File: config.mk
export PLATFORM = sky130hd
export DESIGN_NAME = store_m
export DESIGN_NICKNAME = d
export VERILOG_FILES = /design/src/rtl/tinyml_mem_pkg.sv /design/src/rtl/store_m.sv
export SDC_FILE = /design/constraint.sdc
export NUM_CORES = 1
export LEC_CHECK = 0
export CORE_MARGIN = 2
export CORE_UTILIZATION = 50
export DETAILED_ROUTE_END_ITERATION = 8
export HOLD_SLACK_MARGIN = 0.06
export PLACE_DENSITY = 0.91
export SYNTH_ARGS = -nofsm -noshare
export SYNTH_HDL_FRONTEND = slang
export SYNTH_SLANG_ARGS = --single-unit
File: constraint.sdc
create_clock -name clk -period 3.8 [get_ports clk]
set_input_delay 0.76 -clock clk [delete_from_list [all_inputs] [get_ports clk]]
set_output_delay 0.76 -clock clk [all_outputs]
set_load 0.1 [all_outputs]
File: src/rtl/tinyml_mem_pkg.sv
// rtl/tinyml_mem_pkg.sv - shared memory-path widths, store FSM state type and tile sizing helper
package tinyml_mem_pkg;
  localparam int ADDR_WIDTH  = 24;
  localparam int LEN_WIDTH   = 20;
  localparam int TOTAL_WIDTH = 26;

  typedef enum logic [1:0] {
    ST_IDLE,
    ST_WAIT_TILE,
    ST_WRITING,
    ST_DONE
  } store_state_t;

  function automatic int bytes_per_tile(input int tile_width);
    return tile_width / 8;
  endfunction
endpackage

File: src/rtl/store_m.sv
// rtl/store_m.sv - serializes result tiles into byte writes at consecutive memory addresses
// Optional STORE_M_ZERO_PAD_EN: write zeros into the unused tail of the final tile.
module store_m
  import tinyml_mem_pkg::*;
#(
  parameter int TILE_WIDTH = 256,
  parameter int DATA_WIDTH = 8
) (
  input  logic                  clk,
  input  logic                  rst,
  input  logic                  valid_in,
  input  logic [ADDR_WIDTH-1:0] dram_addr,
  input  logic [LEN_WIDTH-1:0]  length,
  input  logic [TILE_WIDTH-1:0] tile_in,
  input  logic                  tile_valid,
  output logic                  tile_ready,
  output logic                  mem_we,
  output logic [ADDR_WIDTH-1:0] mem_addr,
  output logic [7:0]            mem_din,
  output logic                  tile_out,
  output logic                  valid_out,
  output logic                  busy
);
  localparam int NUM_BYTES       = bytes_per_tile(TILE_WIDTH);
  localparam int CNT_W           = (NUM_BYTES > 1) ? $clog2(NUM_BYTES) : 1;
  localparam int BYTES_PER_VALUE = DATA_WIDTH / 8;
  localparam logic [CNT_W-1:0] LAST_BYTE = CNT_W'(NUM_BYTES - 1);

  store_state_t           r_state;
  logic [ADDR_WIDTH-1:0]  r_addr;
  logic [TOTAL_WIDTH-1:0] r_rem;
  logic [TILE_WIDTH-1:0]  r_tile;
  logic [CNT_W-1:0]       r_byte_cnt;
  logic                   r_tile_out;
  logic                   r_valid_out;

  logic [TOTAL_WIDTH-1:0] w_total;
  logic                   w_in_range;
  logic                   w_we;
  logic [7:0]             w_byte;

  assign w_total    = TOTAL_WIDTH'(length) * TOTAL_WIDTH'(BYTES_PER_VALUE);
  assign w_in_range = (r_rem != '0);
  assign w_byte     = r_tile[8*r_byte_cnt +: 8];

`ifdef STORE_M_ZERO_PAD_EN
  assign w_we = (r_state == ST_WRITING);
`else
  assign w_we = (r_state == ST_WRITING) && w_in_range;
`endif

  // Padding slots carry zero data; outside writes the bus idles at zero.
  assign mem_din    = (w_we && w_in_range) ? w_byte : 8'h00;
  assign mem_we     = w_we;
  assign mem_addr   = r_addr;
  assign tile_ready = (r_state == ST_WAIT_TILE);
  assign busy       = (r_state != ST_IDLE);
  assign tile_out   = r_tile_out;
  assign valid_out  = r_valid_out;

  always_ff @(posedge clk) begin
    if (rst) begin
      r_state     <= ST_IDLE;
      r_addr      <= '0;
      r_rem       <= '0;
      r_tile      <= '0;
      r_byte_cnt  <= '0;
      r_tile_out  <= 1'b0;
      r_valid_out <= 1'b0;
    end else begin
      r_tile_out  <= 1'b0;
      r_valid_out <= 1'b0;
      case (r_state)
        ST_IDLE: begin
          if (valid_in) begin
            r_addr  <= dram_addr;
            r_rem   <= w_total;
            r_state <= (w_total == '0) ? ST_DONE : ST_WAIT_TILE;
          end
        end
        ST_WAIT_TILE: begin
          if (tile_valid) begin
            r_tile     <= tile_in;
            r_byte_cnt <= '0;
            r_state    <= ST_WRITING;
          end
        end
        ST_WRITING: begin
          if (w_we)       r_addr <= r_addr + 1'b1;
          if (w_in_range) r_rem  <= r_rem - 1'b1;
          r_byte_cnt <= r_byte_cnt + 1'b1;
          if (r_byte_cnt == LAST_BYTE) begin
            r_tile_out <= 1'b1;
            if (r_rem > TOTAL_WIDTH'(1)) begin
              r_state <= ST_WAIT_TILE;
            end else begin
              r_state     <= ST_DONE;
              r_valid_out <= 1'b1;
            end
          end
        end
        ST_DONE: begin
          // Exit from WRITING already raised valid_out; the empty-transfer path raises it here instead.
          r_valid_out <= !r_valid_out;
          r_state     <= ST_IDLE;
        end
        default: r_state <= ST_IDLE;
      endcase
    end
  end
endmodule

# Word-level counts from Yosys, hierarchy flattened
# Cells that the tools add are included.
# Widths: inputs -> output; s select.
totals:
  register_bits: 315
  input_bits: 304
  word_cells: 56
classes:
  n_addsub: 3
  n_lt_le_gt_ge: 1
  eq_ne: 9
  n_shift: 1
  muxes: 19
  bitwise: 1
  n_reduce_logical: 15
op_table:
  columns: ["cell", "count"]
  rows:
  - ["$shiftx 256x9->8", 1]
  - ["$mux 26", 2]
  - ["$pmux 26 s2", 1]
  - ["$mux 24", 2]
  - ["$pmux 24 s2", 1]
  - ["$gt 26x1->1 const B", 1]
  - ["$logic_not 26->1", 1]
  - ["$reduce_bool 26->1", 1]
  - ["$sub 26x1->26 const B", 1]
  - ["$add 24x1->24 const B", 1]
  - ["$mux 2", 5]
  - ["$pmux 5 s2", 1]
  - ["$reduce_and 3->1", 3]
  - ["$mux 8", 1]
  - ["$ne 2x2->1 const B", 4]
  - ["$pmux 2 s4", 1]
  - ["$reduce_bool 2->1", 3]
  - ["$add 5x1->5 const B", 1]
  - ["$eq 5x5->1 const B", 1]
  - ["$mux 5", 1]
  - ["$eq 2x2->1 const B", 2]
  - ["$reduce_and 2->1", 2]
  - ["$mux 1", 3]
  - ["$eq 2x1->1 const B", 1]
  - ["other kinds (7)", 8]

# Longest topological paths before layout
depth:
  depth_word: 4
  depth_mapped: 9

# Least setup slack after synthesis
# No wires, ideal clock.
synth_timing:
  path_type: "register -> output"
  from: "register r_byte_cnt[1]"
  to: "output mem_din[6]"
  arrival_ns: 3.067
  path_slack_ns: -0.027
  path_stages_with_launch: 7
  n_path_buf: 2
  cell_sequence: "dfxtp_1 > clkbuf_1 > clkbuf_1 > mux4_2 > mux2i_1 > mux4_2 > nor2_1"
synth_between:
  elab_chain_len: 2
synth_rtl:
  columns: ["item", "line", "source"]
  rows:
  - ["start, declared", "store_m.sv:33", "logic [CNT_W-1:0] r_byte_cnt;"]
  - ["start signal, assigned", "store_m.sv:91", "r_byte_cnt <= r_byte_cnt + 1'b1;"]
  - ["$shiftx 256x9->8", "store_m.sv:44", "assign w_byte = r_tile[8*r_byte_cnt +: 8];"]
  - ["$mux 8", "store_m.sv:53", "assign mem_din = (w_we && w_in_range) ? w_byte : 8'h00;"]
  - ["end, declared", "store_m.sv:19", "output logic [7:0] mem_din,"]
# Every way passes these cells.

# Worst setup path after layout
layout_timing:
  from: "register r_rem[14]"
  to: "output mem_din[0]"
layout_between:
  elab_chain_len: 4
layout_rtl:
  columns: ["item", "line", "source"]
  rows:
  - ["start, declared", "store_m.sv:31", "logic [TOTAL_WIDTH-1:0] r_rem;"]
  - ["start signal, assigned", "store_m.sv:77", "r_rem <= w_total;"]
  - ["start signal, assigned", "store_m.sv:90", "if (w_in_range) r_rem <= r_rem - 1'b1;"]
  - ["$reduce_bool 26->1 *", "store_m.sv:43", "assign w_in_range = (r_rem != '0);"]
  - ["$logic_and 1x1->1", "store_m.sv:49", "assign w_we = (r_state == ST_WRITING) && w_in_range;"]
  - ["$logic_and 1x1->1 *", "store_m.sv:53", null]
  - ["$mux 8 *", "store_m.sv:53", null]
# Mark *: on every way between the ends. The rest lies on a longest branch, timed or not.

==> reports/qor_table.md <==
| Group | Metric | This run |
|:---|:---|:---|
| placed design | Gpl congestion | 0.930 |
| routing | Via count | 14568 |
| synthesis | Gate Count Post-Synth | 1727 |
| synthesis | Syn Std Cell Area | 0.0144 mm2 |
| pwr | Standby leakage power | 0.00652 uW |
| synthesis | Number of warnings issued by yosys | 0 |
| global route | Via count of the first global-routing pass | 14261 |
| sta | Peak clock frequency supported by timing | 0.265 GHz |
| sta | RSZ-0062 raised after global routing | yes |
| pwr | Net switching power | 2200 uW |
| critical path | Maximum fanout encountered on the critical timing path | 7 |
| cells and area | Commonest non-fill, non-tap cell in the layout | nand2_1 |
| sta | Final count of hold timing violations | 0 |
| clock network | Longest Clk Path Bufs | 3 |
| sta | Final sum of negative setup slack | 0 ns |
| routing | DR WL/cell | 20.1 um |
| cells and area | Number of filler instances in the final layout | 2074 |
| critical path | Worst Path Arrival | 3.02 ns |
| critical path | Bufs and invs on worst path | 2 |
| global route | Wire length of the first global-routing pass | 73900 um |
| placed design | Place WS | 0.453 ns |
| critical path | Highest-delay cell along the critical path | or4_4 |
| routing | Remaining number of nets flagged by the antenna check after routing | 0 |
| critical path | Critical Path Most Common Cell | or4_4 |
| clock network | CTS clock-pin slew for the worst setup and hold paths | 0.06 ns |
| pwr | Switching part of the total power | 27.5% |
| flow run | Number of maximum-capacitance violations | 0 |
| sta | Final setup skew | 0.0155 ns |
| sta | Minimum clock period after layout | 3.78 ns |
| synthesis | Main area contributors after synthesis | dfxtp_1 44%, nand2_1 15%, mux4_2 12% |
| pwr | Clock group share of total power | 37.3% |
| sta | Headroom to the max-slew limit | 19.3% |
| critical path | Crit path from | r_rem[14] |
| sta | Pin slew with the least headroom to its limit | 1.21 ns |
| cells and area | Post-layout utilization of the core | 67.3% |
| sta | Final period util | 99.4% |
| synthesis | Count of different cell masters after synthesis | 68 |
| cells and area | Area of all placed cells without fillers | 0.0192 mm2 |
| critical path | Worst path max stage delay | 0.55 ns |
| synthesis | Total nets after synthesis | 2036 |
| clock network | Insertion delay of the later-clocked pin in the worst-skew pair | 0.56 ns |
| critical path | Element type at the critical path start | flip-flop |
| synthesis | Portion of synthesized cell area occupied by the leading cell type | 43.8% |
| routing | DRC errors left | 0 |
| cells and area | Final antenna diode count | 0 |
| die | Top-Level Pins | 341 |
| critical path | Data required time at the worst endpoint | 3.04 ns |
| critical path | Category of the most critical setup path | flip-flop to output pin |
| critical path | Setup slack on the worst flop-to-flop path | 0.67 ns |
| cells and area | Most frequent cells in the layout | 574 x nand2_1, 329 x clkdlybuf4s50_1, 310 x dfxtp_1 |
| sta | Final setup fails | 0 |
| pwr | Max VDD drop | 0.000266 V |
| synthesis | Dominant synthesized flop cell | dfxtp_1 |
| routing | Iteration count of the initial detailed-routing pass | 6 |
| synthesis | Cell taking the most area after synthesis | dfxtp_1 |
| synthesis | Sequential area share after synthesis | 43.8% |
| global route | Total Routing Usage GR | 30.3% |
| outcome | Run status | complete, no violations |
| die | Die Ht | 174 um |
| critical path | CP top delay family | simple AND/OR/NAND/NOR gates |
| clock network | CTS tree | built |
| critical path | R2R Path Start | r_rem[14] |
| clock network | Sink Count | 315 |
| pwr | Internal power component | 5790 uW |
| clock network | Root Buffer | clkbuf_16 |
| pwr | Part of the total power dissipated in sequential elements | 45.0% |
| routing | First DRT Iteration DRCs | 1791 |
| sta | Pins Over Slew Limit | 0 |
| die | Effective utilization at floorplan | 50.5% |
| synthesis | Average cell area after synthesis | 8.34 um2 |
| clock network | Clock buffers created by TritonCTS | 31 |
| die | Placeable core region | 0.0285 mm2 |
| routing | Final Routed Wirelength | 48000 um |
| global route | Initial antenna violation count | 1 |
| pwr | Power density cells | 415 mW/mm2 |
| die | Die ar. | 0.0302 mm2 |
| die | Width of the chip | 174 um |
| clock network | H-Tree Level Count | 1 |
| clock network | Hold_buf cts | 0 |
| die | Count of standard-cell rows | 62 |
| cells and area | Final net count | 2297 |
| critical path | Critical Path End Type | output pin |
| placed design | DP Area | 0.0182 mm2 |
| synthesis | Fraction of registers with async set/reset | 0% |
| cells and area | Area added between synthesis and finish | 33.4% |
| synthesis | Number of enable flip-flop cells after synthesis | 0 |
| placed design | Port bufs | 340 |
| cells and area | Fraction of final layout cells with drive strength greater than 1 | 10.2% |
| pwr | Gate power share | 17.8% |
| critical path | CP cell instances | or4_4, or4_4, o31ai_4, inv_2, and2_4, a22o_4, buf_12 |
| sta | Final setup slack of the worst path | 0.0212 ns |
| routing | Via density | 6.10 |
| global route | Pin count of the biggest net entering global routing | 150 |
| synthesis | Number of flip-flops and latches in the synthesized netlist | 315 |
| worst hold path | Class of the worst hold path | flip-flop to flip-flop |
| worst hold path | Hold Crit Start | r_tile[144] |
| placed design | HPWL after DPL | 33900 um |
| global route | Gr ovfl total | 0 |
[cell type report]
type                       instances  area (um2)  share of cell area (%)
sequential                       315        6320                    32.9
clock buffer                      40         860                    4.47
multi-input combinational       1249        7520                    39.1
tap                              384         480                    2.50
timing repair buffer             377        3880                    20.2
clock inverter                    11         115                   0.599
inverter                          14        52.6                   0.273
[worst reg2reg max path, delay by kind of cell, from the launching register on]
family	cells	cell delay [ns]
flops	1	0.33
simple gates	3	1.72
compound gates	2	0.71
buf+inv	2	0.32
[kinds of logic after synthesis]
| family | share of synthesized area [%] |
|---|---|
| muxes | 12.8 |
| and+or+nand+nor | 20.6 |
| AOI/OAI and AO/OA | 17.7 |
| buffers and inverters | 4.46 |
| xor gates and xnor gates | 0.182 |
| DFF | 43.8 |
| adders and majority gates | 0.434 |
[flip-flops by register name, summed over array words and instances (netlist names)]
name and cells:
r_byte_cnt 5, mem_addr 24, valid_out 1, r_state 2
r_rem 26, tile_out 1, r_tile 256
[stage by stage]
step / total power [uW] / hold slack [ns] / instances
6_report: 7980 / 0.457 / 2390
5_1_grt: 8230 / 0.465 / 2390
4_1_cts: 7960 / 0.455 / 2387
3_5_place_dp: 5030 / 0.445 / 2336
3_3_place_gp: 4990 / 0.440 / 2336
2_1_floorplan: 4410 / 0.433 / 1727
[worst paths after layout]
| check | cells past startpoint | to |
|---|---|---|
| worst min-delay path | 2 | r_tile[144] |
| worst min register to register | 2 | r_tile[144] |
| worst max register to register | 7 | mem_addr[10] |
| worst max-delay path | 7 | mem_din[0] |
[power by group through the flow]
stage          combinational (uW)  clock (uW)  sequential, uW
2_1_floorplan                 635           0            3780
3_3_place_gp                 1350           0            3640
3_5_place_dp                 1370           0            3650
4_1_cts                      1390        2990            3580
5_1_grt                      1500        3130            3600
6_report                     1420        2970            3590
[metal layers]
layer	GRT usage (%)	vias to the layer above	part of all wire, %
met4	16.9	0	5.5
met5	0	-	0
met2	50.1	1015	47
li1	-	6573	-
met3	5.29	165	11
met1	37.7	6815	37
[what timing repair did]
item	4_1_cts	5_1_grt
endpoints found under the setup margin	8	8
hold endpoints to repair	0	0
setup buffers	0	3
resized for setup	11	4
pin swaps	1	2
[cell usage after synthesis, drive strengths merged (2+ instances only)]
cell / instances
nand2b: 5
and3: 5
a21oi: 306
nand4b: 2
a32oi: 6
dfxtp: 315
or4: 7
o31a: 3
a211oi: 4
nor2b: 3
a22oi: 9
a22o: 10
nand3: 22
inv: 13
o211ai: 3
nor4: 14
and4: 2
a31o: 2
nand4: 9
a31oi: 18
a41oi: 2
mux4: 79
o21ai: 20
or3: 4
mux2i: 7
o22ai: 12
nor2: 38
nand2: 576
and2: 4
a32o: 2
clkbuf: 125
nor3: 17
o2111ai: 5
a221oi: 7
o221a: 3
xor2: 3
o32ai: 10
o31ai: 8
buf: 24
ha: 5
nor3b: 4
Power figures use the tool's default switching activity.
